$ cat config.mk
export PLATFORM = sky130hd
export DESIGN_NAME = led_onehot_sel
export DESIGN_NICKNAME = d
export VERILOG_FILES = /design/src/rtl/led_sel_pkg.sv /design/src/rtl/led_onehot_sel_btn_debounce.sv /design/src/rtl/led_onehot_sel.sv
export SDC_FILE = /design/constraint.sdc
export NUM_CORES = 1
export LEC_CHECK = 0
export CELL_PAD_IN_SITES_DETAIL_PLACEMENT = 1
export CELL_PAD_IN_SITES_GLOBAL_PLACEMENT = 1
export CORE_MARGIN = 2
export CORE_UTILIZATION = 37
export CTS_CLUSTER_SIZE = 20
export DETAILED_ROUTE_END_ITERATION = 8
export PLACE_DENSITY_LB_ADDON = 0.25
export SYNTH_ARGS = -nofsm -noshare
export SYNTH_HDL_FRONTEND = slang
export SYNTH_SLANG_ARGS = --single-unit
$ cat constraint.sdc
create_clock -name clk -period 2.38 [get_ports clk]
set_clock_uncertainty 0.15 [all_clocks]
set_input_delay 0.357 -clock clk [delete_from_list [all_inputs] [get_ports clk]]
set_output_delay 0.357 -clock clk [all_outputs]
set_load 0.02 [all_outputs]
$ cat src/rtl/led_sel_pkg.sv
// Shared constants and helpers for the one-hot LED selector.
//   MODE_DIRECT / MODE_STEP : values of the synchronised mode switch
//   DEB_CYCLES_DEF          : default debounce length (1 ms at 12 MHz)
//   BLINK_CYCLES_DEF        : default blink half-period (0.5 s at 12 MHz)
//   cnt_width()             : counter width able to hold 0..n-1, never below 1
package led_sel_pkg;

  localparam logic MODE_DIRECT = 1'b0;
  localparam logic MODE_STEP   = 1'b1;

  localparam int unsigned DEB_CYCLES_DEF   = 12000;
  localparam int unsigned BLINK_CYCLES_DEF = 6000000;

  function automatic int unsigned cnt_width(input int unsigned n);
    return (n <= 1) ? 1 : $clog2(n);
  endfunction

endpackage

$ cat src/rtl/led_onehot_sel_btn_debounce.sv
// Single-bit button conditioner: 2-flop synchroniser followed by a
// consecutive-stable-cycle debouncer.
//   clk, rst : clock, synchronous active-high reset
//   btn_i    : raw asynchronous button
//   deb_o    : debounced level (registered)
module btn_debounce
  import led_sel_pkg::*;
#(
  parameter int unsigned DEB_CYCLES = DEB_CYCLES_DEF
) (
  input  logic clk,
  input  logic rst,
  input  logic btn_i,
  output logic deb_o
);

  localparam int unsigned CW = cnt_width(DEB_CYCLES);

  logic          sync1_q, sync2_q;
  logic          state_q, state_d;
  logic [CW-1:0] cnt_q, cnt_d;

  // Counter runs only while the synced input disagrees with the accepted state.
  always_comb begin
    state_d = state_q;
    cnt_d   = '0;
    if (sync2_q != state_q) begin
      if (cnt_q == CW'(DEB_CYCLES - 1)) begin
        state_d = ~state_q;
      end else begin
        cnt_d = cnt_q + CW'(1);
      end
    end
  end

  always_ff @(posedge clk) begin
    if (rst) begin
      sync1_q <= 1'b0;
      sync2_q <= 1'b0;
      state_q <= 1'b0;
      cnt_q   <= '0;
    end else begin
      sync1_q <= btn_i;
      sync2_q <= sync1_q;
      state_q <= state_d;
      cnt_q   <= cnt_d;
    end
  end

  assign deb_o = state_q;

endmodule

$ cat src/rtl/led_onehot_sel.sv
// Button-to-one-hot LED selector. N_BTN debounced buttons either form the
// LED index directly (mode=0) or step the lit LED up/down with wrap (mode=1).
//   clk, rst : clock, synchronous active-high reset
//   btn      : raw buttons, btn[0] = index LSB / step-up, btn[1] = step-down
//   mode     : raw mode switch, 0 = direct, 1 = step
//   led      : one-hot LED drive (registered)
//   idx      : binary index of the lit LED (registered)
// Optional macro LED_SEL_BLINK_EN: in step mode the lit LED blinks with
// half-period BLINK_CYCLES; led is all-zero during the off phase.
module led_onehot_sel
  import led_sel_pkg::*;
#(
  parameter int unsigned N_BTN        = 2,
  parameter int unsigned DEB_CYCLES   = DEB_CYCLES_DEF,
  parameter int unsigned BLINK_CYCLES = BLINK_CYCLES_DEF
) (
  input  logic                  clk,
  input  logic                  rst,
  input  logic [N_BTN-1:0]      btn,
  input  logic                  mode,
  output logic [2**N_BTN-1:0]   led,
  output logic [N_BTN-1:0]      idx
);

  localparam int unsigned N_LED = 2**N_BTN;

  if (N_BTN < 2 || N_BTN > 4 || DEB_CYCLES < 1 || BLINK_CYCLES < 1) begin : g_bad_param
    $error("led_onehot_sel: illegal parameter set");
  end

  logic [N_BTN-1:0] deb;
  logic             mode_s1_q, mode_s_q;
  logic [1:0]       deb_prev_q, deb_prev_d;
  logic [N_BTN-1:0] idx_q, idx_d;
  logic [N_LED-1:0] led_q, led_d;
  logic [N_LED-1:0] led_hot;
  logic             up_edge, dn_edge;

  for (genvar i = 0; i < int'(N_BTN); i++) begin : g_btn
    btn_debounce #(.DEB_CYCLES(DEB_CYCLES)) u_deb (
      .clk   (clk),
      .rst   (rst),
      .btn_i (btn[i]),
      .deb_o (deb[i])
    );
  end

  // Previous-state register tracks in both modes, so a button held across
  // the switch into step mode never looks like a fresh press.
  assign up_edge    = deb[0] & ~deb_prev_q[0];
  assign dn_edge    = deb[1] & ~deb_prev_q[1];
  assign deb_prev_d = deb[1:0];

  // Next index: direct load, or +/-1 (natural wrap) on a lone edge.
  always_comb begin
    idx_d = idx_q;
    if (mode_s_q == MODE_DIRECT) begin
      idx_d = deb;
    end else if (up_edge && !dn_edge) begin
      idx_d = idx_q + N_BTN'(1);
    end else if (dn_edge && !up_edge) begin
      idx_d = idx_q - N_BTN'(1);
    end
  end

  assign led_hot = N_LED'(1) << idx_d;

`ifdef LED_SEL_BLINK_EN
  localparam int unsigned BW = cnt_width(BLINK_CYCLES);

  logic [BW-1:0] blink_cnt_q, blink_cnt_d;
  logic          blink_on_q, blink_on_d;

  // Blink restarts on-phase whenever the index moves or in direct mode.
  always_comb begin
    blink_cnt_d = blink_cnt_q + BW'(1);
    blink_on_d  = blink_on_q;
    if (mode_s_q != MODE_STEP || idx_d != idx_q) begin
      blink_cnt_d = '0;
      blink_on_d  = 1'b1;
    end else if (blink_cnt_q == BW'(BLINK_CYCLES - 1)) begin
      blink_cnt_d = '0;
      blink_on_d  = ~blink_on_q;
    end
    led_d = blink_on_d ? led_hot : '0;
  end

  always_ff @(posedge clk) begin
    if (rst) begin
      blink_cnt_q <= '0;
      blink_on_q  <= 1'b1;
    end else begin
      blink_cnt_q <= blink_cnt_d;
      blink_on_q  <= blink_on_d;
    end
  end
`else
  always_comb begin
    led_d = led_hot;
  end
`endif

  always_ff @(posedge clk) begin
    if (rst) begin
      mode_s1_q  <= 1'b0;
      mode_s_q   <= 1'b0;
      deb_prev_q <= '0;
      idx_q      <= '0;
      led_q      <= N_LED'(1);
    end else begin
      mode_s1_q  <= mode;
      mode_s_q   <= mode_s1_q;
      deb_prev_q <= deb_prev_d;
      idx_q      <= idx_d;
      led_q      <= led_d;
    end
  end

  assign led = led_q;
  assign idx = idx_q;

endmodule

==> results.yml, run 1 <==
status:
  status: "finished, final reports clean"
critical_path:
  path_cells: "ha_1 > and4_4 > nand2_1 > nor3_2 > or3_1 > nor2_1"
  crit_type: "reg2reg"
  crit_required_ns: 2.40
  cp_slowest_stage_delay_ns: 0.42
  reg2regPathDepth: 6
  reg2reg_setup_slack_ns: 0.42
  worstPathArrival_ns: 1.98
  r2r-end: "g_btn[0].u_deb.cnt_q[3]$_SDFF_PP0_"
  cp_max_fo: 14
  startpoint: "g_btn[0].u_deb.cnt_q[0]$_SDFF_PP0_"
  critPathCaptureType: "flip-flop"
  critPathTopFamily: "simple AND/OR/NAND/NOR gates"
  r2r-start: "g_btn[0].u_deb.cnt_q[0]$_SDFF_PP0_"
  crit_path_top_delay_cell: "or3_1"
  crit_buf_inv: 0
  worst_setup_path_start_kind: "flip-flop"
sta:
  period_minus_slack_ns: 1.96
  hold_violations: 0
  setup_viol: 0
  finalCritPeriodShare_pct: 82.5
  slew_viol_final: 0
  rsz0062_at_grt: "no"
  tightest_slew_ns: 0.711
  worst_slack_ns: 0.417
  max_freq_mhz: 509
  final.setup.tns_ns: 0
  timing.slew.headroom_pct: 52.2
routing:
  wirelength_um: 3360
  post_drt_wl_per_cell_um: 13.3
  drt_iter0_drc: 42
  ant_nets: 0
  num_vias: 1254
  drt-pass1-iter-count: 2
  viasPerCell: 4.96
  remaining_drc_errors: 0
pwr:
  p_leak_nw: 0.689
  powerDensity_nw_per_um2: 618
  peakVddDrop_uv: 298
  total_power_w: 0.00124
die:
  die_area_um2: 5360
  die_width_um: 73.2
  ioPinCount: 11
  start_util_pct: 38.0
  design.core.area_um2: 4660
  die_h_um: 73.2
  rows: 25
cells_and_area:
  layout-drive-gt1-share_pct: 9.05
  finalNonFillerCells: 253
  layout_common_cells: "dfxtp_1 (44), nor2_1 (34), xor2_1 (15), nand3_1 (12), xnor2_1 (12)"
  diodes: 0
  areaGrowthSynthToFinish_pct: 13.3
  fin_nets: 205
  final_common_cell: "dfxtp_1"
cts:
  htreeDepth: 2
  path_clk_slew_ns: 0.08
  cts_root_buf: "clkbuf_8"
  holdBufCountCts: 0
  clockBufferDepth: 2
  worstSkewPairLatency_ns: 0.29
  tritoncts: "yes"
  cts_made_buffers: 5
  postCtsSetupRepairBufs: 0
  cts.sinks: 44
  post_cts_resized: 0
logic_synthesis:
  synth_seq_cells: 44
  synth_edf_count: 0
  mappedNetlistArea_um2: 1770
  syn_avg_cell_area_um2: 9.63
  syn_nets: 191
  async_flop_share_pct: 0
  ys_warn_count: 0
  synth_cell_type_count: 38
  synth_flop_cell: "dfxtp_1"
  synthCells: 184
  yosysSeqAreaShare_pct: 49.7
grt:
  grt_overflow: 0
  grt_pass1_wl_um: 5890
  grt_max_degree: 15
  grt_usage_pct: 14.4
  first_global_vias: 1312
  antenna_found_initial: 0
placement:
  placed_cells: 245
  hpwl_um: 2540
  pre_cts_ws_ns: 0.358
  gp_congestion: 0.784
  port_buffers: 10
worst_hold_path:
  whs_endpoint: "g_btn[0].u_deb.sync2_q$_SDFF_PP0_"
  min_path_type: "reg2reg"
  holdPathStages: 1
  min_from: "g_btn[0].u_deb.sync1_q$_SDFF_PP0_"
job:
  max_cap_viol_count: 0
-- state kept, by name, indices dropped and copies added, names as in the netlist --
name,cells
led,4
mode_s1_q,1
deb_prev_q,2
g_btn.u_deb.sync2_q,2
g_btn.u_deb.sync1_q,2
g_btn.u_deb.cnt_q,28
mode_s_q,1
idx,2
g_btn.u_deb.deb_o,2
-- cells in the mapped netlist (2+ instances only) --
library cell / number / share of area, %
nand4_1: 2 / 0.71
ha_1: 2 / 1.4
xnor2_1: 12 / 5.9
nor3_1: 6 / 1.7
dfxtp_1: 44 / 50
nor2_1: 34 / 7.2
nand3_1: 12 / 3.4
and3_1: 6 / 2.1
inv_1: 5 / 1.1
nand2_1: 8 / 1.7
buf_6: 2 / 1.3
xor2_1: 15 / 7.4
nor2b_1: 8 / 2.8
mux2i_1: 2 / 1.1
a21oi_1: 3 / 0.85
-- layout make-up --
cell class / count / area (µm²)
fill: 532 / 2650
sequential: 44 / 881
multi-input combinational: 131 / 841
timing repair buffer: 11 / 108
clock buffer: 6 / 82.6
tap: 54 / 67.6
inverter: 5 / 18.8
clock inverter: 2 / 10.0
-- power by group --
part / internal [W] / switching [W]
sequential: 0.000741 / 0.00000339
clock: 0.000232 / 0.000241
combinational: 0.0000120 / 0.0000111
-- metal layers --
layer / track usage [%] / routed length (µm)
met1: 16.1 / 1500
met2: 24.6 / 1690
met3: 5.25 / 106
met5: 0 / 0
met4: 6.17 / 63
-- stage by stage --
step / cell area (µm²) / hold slack [ns] / util (%)
after floorplan: 1770 / 0.264 / -
after global placement: 1920 / 0.269 / 41.1
after detailed placement: 1920 / 0.278 / 41.1
after CTS: 2010 / 0.298 / 43.1
after global routing: 2010 / 0.314 / 43.1
final: 2010 / 0.291 / 43.1
-- how the worst max path moves through the flow --
| stage | to | slack [ns] | depth (start not counted) |
|---|---|---|---|
| final | g_btn[0].u_deb.cnt_q[3]$_SDFF_PP0_ | 0.42 | 6 |
| after detailed placement | g_btn[0].u_deb.cnt_q[3]$_SDFF_PP0_ | 0.36 | 3 |
| after global routing | g_btn[0].u_deb.cnt_q[3]$_SDFF_PP0_ | 0.26 | 6 |
| after global placement | g_btn[0].u_deb.cnt_q[1]$_SDFF_PP0_ | 0.44 | 3 |
| after CTS | g_btn[0].u_deb.cnt_q[3]$_SDFF_PP0_ | 0.39 | 6 |
| after floorplan | g_btn[1].u_deb.cnt_q[12]$_SDFF_PP0_ | 0.63 | 7 |
-- logic make-up (layout without fill, tap and decap cells) --
group | Yosys count | after routing | share of synthesized area [%]
buffers and inverters | 9 | 24 | 2.82
AOI/OAI and AO/OA | 9 | 9 | 4.03
adders and majority gates | 2 | 2 | 1.41
DFF | 44 | 44 | 49.7
xor gates and xnor gates | 27 | 27 | 13.3
and+or+nand+nor | 90 | 90 | 26.7
muxes | 3 | 3 | 1.98
Power figures use the tool's default switching activity.
==> run 2: changes to the inputs <==
==> constraint.sdc (replaced) <==
create_clock -name clk -period 2.1 [get_ports clk]
set_clock_uncertainty 0.15 [all_clocks]
set_input_delay 0.315 -clock clk [delete_from_list [all_inputs] [get_ports clk]]
set_output_delay 0.315 -clock clk [all_outputs]
set_load 0.02 [all_outputs]
==> results.yml, run 2 (synthesized netlist as in run 1, its figures left out) <==
placement:
  dpl_cell_area_um2: 1950
  pre_cts_ws_ns: 0.228
  hpwl_um: 2410
  gp_congestion: 0.765
  port_buffers: 10
grt:
  grt_overflow: 0
  grt_pass1_wl_um: 5940
  first_global_vias: 1311
  grt_max_degree: 15
  grt_usage_pct: 14.3
  antenna_found_initial: 0
job:
  max_cap_viol_count: 0
die:
  die_h_um: 73.2
  rows: 25
  die_width_um: 73.2
  ioPinCount: 11
  die_area_um2: 5360
  design.core.area_um2: 4660
  start_util_pct: 38.0
cells_and_area:
  fin_nets: 209
  layout-drive-gt1-share_pct: 10.8
  seqCellArea_um2: 881
  fillers: 524
  final_common_cell: "dfxtp_1"
  diodes: 0
  multiInputGateArea_um2: 841
  layout_common_cells: "dfxtp_1 (44), nor2_1 (34), xor2_1 (15), nand3_1 (12), xnor2_1 (12)"
  regMostFlops: "g_btn.u_deb.cnt_q"
  areaGrowthSynthToFinish_pct: 16.9
  design_area_um2: 2070
  largest_reg_flops: 28
cts:
  cts_made_buffers: 5
  worstSkewPairLatency_ns: 0.29
  holdBufCountCts: 0
  postCtsSetupRepairBufs: 0
  cts.sinks: 44
  cts_root_buf: "clkbuf_8"
  tritoncts: "yes"
  clockBufferDepth: 2
  post_cts_resized: 0
  htreeDepth: 2
  path_clk_slew_ns: 0.08
worst_hold_path:
  whs_endpoint: "mode_s_q$_SDFF_PP0_"
  min_path_type: "reg2reg"
  holdPathStages: 1
  min_from: "mode_s1_q$_SDFF_PP0_"
critical_path:
  crit_buf_inv: 1
  critPathTopFamily: "buffers and inverters"
  r2r-start: "g_btn[1].u_deb.cnt_q[0]$_SDFF_PP0_"
  critPathCaptureType: "output pin"
  crit_required_ns: 1.63
  reg2regPathDepth: 6
  path_cells: "clkdlybuf4s50_1"
  crit_type: "reg2out"
  worstPathArrival_ns: 1.40
  r2r-end: "g_btn[1].u_deb.cnt_q[12]$_SDFF_PP0_"
  worst_setup_path_start_kind: "flip-flop"
  cp_max_fo: 6
  startpoint: "idx[0]$_SDFF_PP0_"
  cp_slowest_stage_delay_ns: 0.66
  crit_path_top_delay_cell: "clkdlybuf4s50_1"
  reg2reg_setup_slack_ns: 0.27
routing:
  num_vias: 1262
  wirelength_um: 3240
  remaining_drc_errors: 0
  post_drt_wl_per_cell_um: 12.6
  viasPerCell: 4.91
  drt-pass1-iter-count: 3
  drt_iter0_drc: 50
  ant_nets: 0
sta:
  rsz0062_at_grt: "no"
  final.setup.tns_ns: 0
  max_freq_mhz: 537
  tightest_slew_ns: 0.429
  setup_viol: 0
  timing.slew.headroom_pct: 71.2
  hold_violations: 0
  finalCritPeriodShare_pct: 88.8
  slew_viol_final: 0
  worst_slack_ns: 0.236
  period_minus_slack_ns: 1.86
pwr:
  pwr-share-clk_pct: 44.5
  combinationalPowerShare_pct: 1.7
  total_power_w: 0.00157
  p_switching_w: 0.000294
  swShare_pct: 18.8
  intPower_w: 0.00127
  p_leak_nw: 0.723
  peakVddDrop_uv: 367
  powerDensity_nw_per_um2: 757
  pwr-share-seq_pct: 53.8
status:
  status: "finished, final reports clean"
## run 2: cell count changes in the layout (fill, tap and decap cells not counted)
cell       delta
bufinv_16     +1
clkbuf_8      +1
clkinv_2      -2
buf_4         +4
## run 2: layout make-up
type / instances / share of cell area [%]
clock buffers: 7 / 4.65
clock inverters: 1 / 1.45
inverters: 5 / 0.906
multi-input cells: 131 / 40.6
flip-flops and latches: 44 / 42.5
well taps: 54 / 3.26
repair buffers: 15 / 6.64
## run 2: worst max-delay path by stage
stage                     slack [ns]  cells past startpoint                             endpoint
after floorplan                 0.35                      7  g_btn[1].u_deb.cnt_q[12]$_SDFF_PP0_
after global placement          0.29                      4   g_btn[0].u_deb.cnt_q[2]$_SDFF_PP0_
after detailed placement        0.23                      4   g_btn[0].u_deb.cnt_q[7]$_SDFF_PP0_
after CTS                       0.23                      1                               idx[0]
after global routing            0.14                      7   g_btn[0].u_deb.cnt_q[2]$_SDFF_PP0_
final                           0.24                      1                               idx[0]
## run 2: metrics by stage
| stage | util, % | hold WS, ns | cells |
|---|---|---|---|
| floorplan | - | 0.237 | 184 |
| global placement | 41.7 | 0.275 | 249 |
| detailed placement | 41.7 | 0.286 | 249 |
| CTS | 44.5 | 0.301 | 257 |
| global route | 44.5 | 0.317 | 257 |
| finish | 44.5 | 0.296 | 257 |
## run 2: power groups by stage
| stage | Combinational, W | Sequential [W] | Clock, W |
|---|---|---|---|
| floorplan | 0.0000155 | 0.000863 | 0 |
| global placement | 0.0000257 | 0.000863 | 0 |
| CTS | 0.0000275 | 0.000844 | 0.000715 |
| global route | 0.0000301 | 0.000845 | 0.000756 |
| detailed placement | 0.0000275 | 0.000864 | 0 |
| finish | 0.0000268 | 0.000844 | 0.000697 |
## run 2: layer usage
layer / wire [µm] / GRT usage (%) / up-vias / part of all wire [%]
met3: 114 / 4.28 / 5 / 3.5
met2: 1590 / 23.9 / 17 / 49
met4: 40 / 4.94 / 0 / 1.2
met1: 1490 / 17.4 / 595 / 46
li1: - / - / 645 / -
met5: 0 / 0 / - / 0
==> run 3: changes to the inputs <==
--- a/config.mk
+++ b/config.mk
@@ -9,7 +9,7 @@
 export CELL_PAD_IN_SITES_GLOBAL_PLACEMENT = 1
 export CORE_MARGIN = 2
 export CORE_UTILIZATION = 37
-export CTS_CLUSTER_SIZE = 20
+export CTS_CLUSTER_DIAMETER = 80
 export DETAILED_ROUTE_END_ITERATION = 8
 export PLACE_DENSITY_LB_ADDON = 0.25
 export SYNTH_ARGS = -nofsm -noshare
==> results of run 3 <==
Final layout, timing and power as in run 2 (identical DEF).
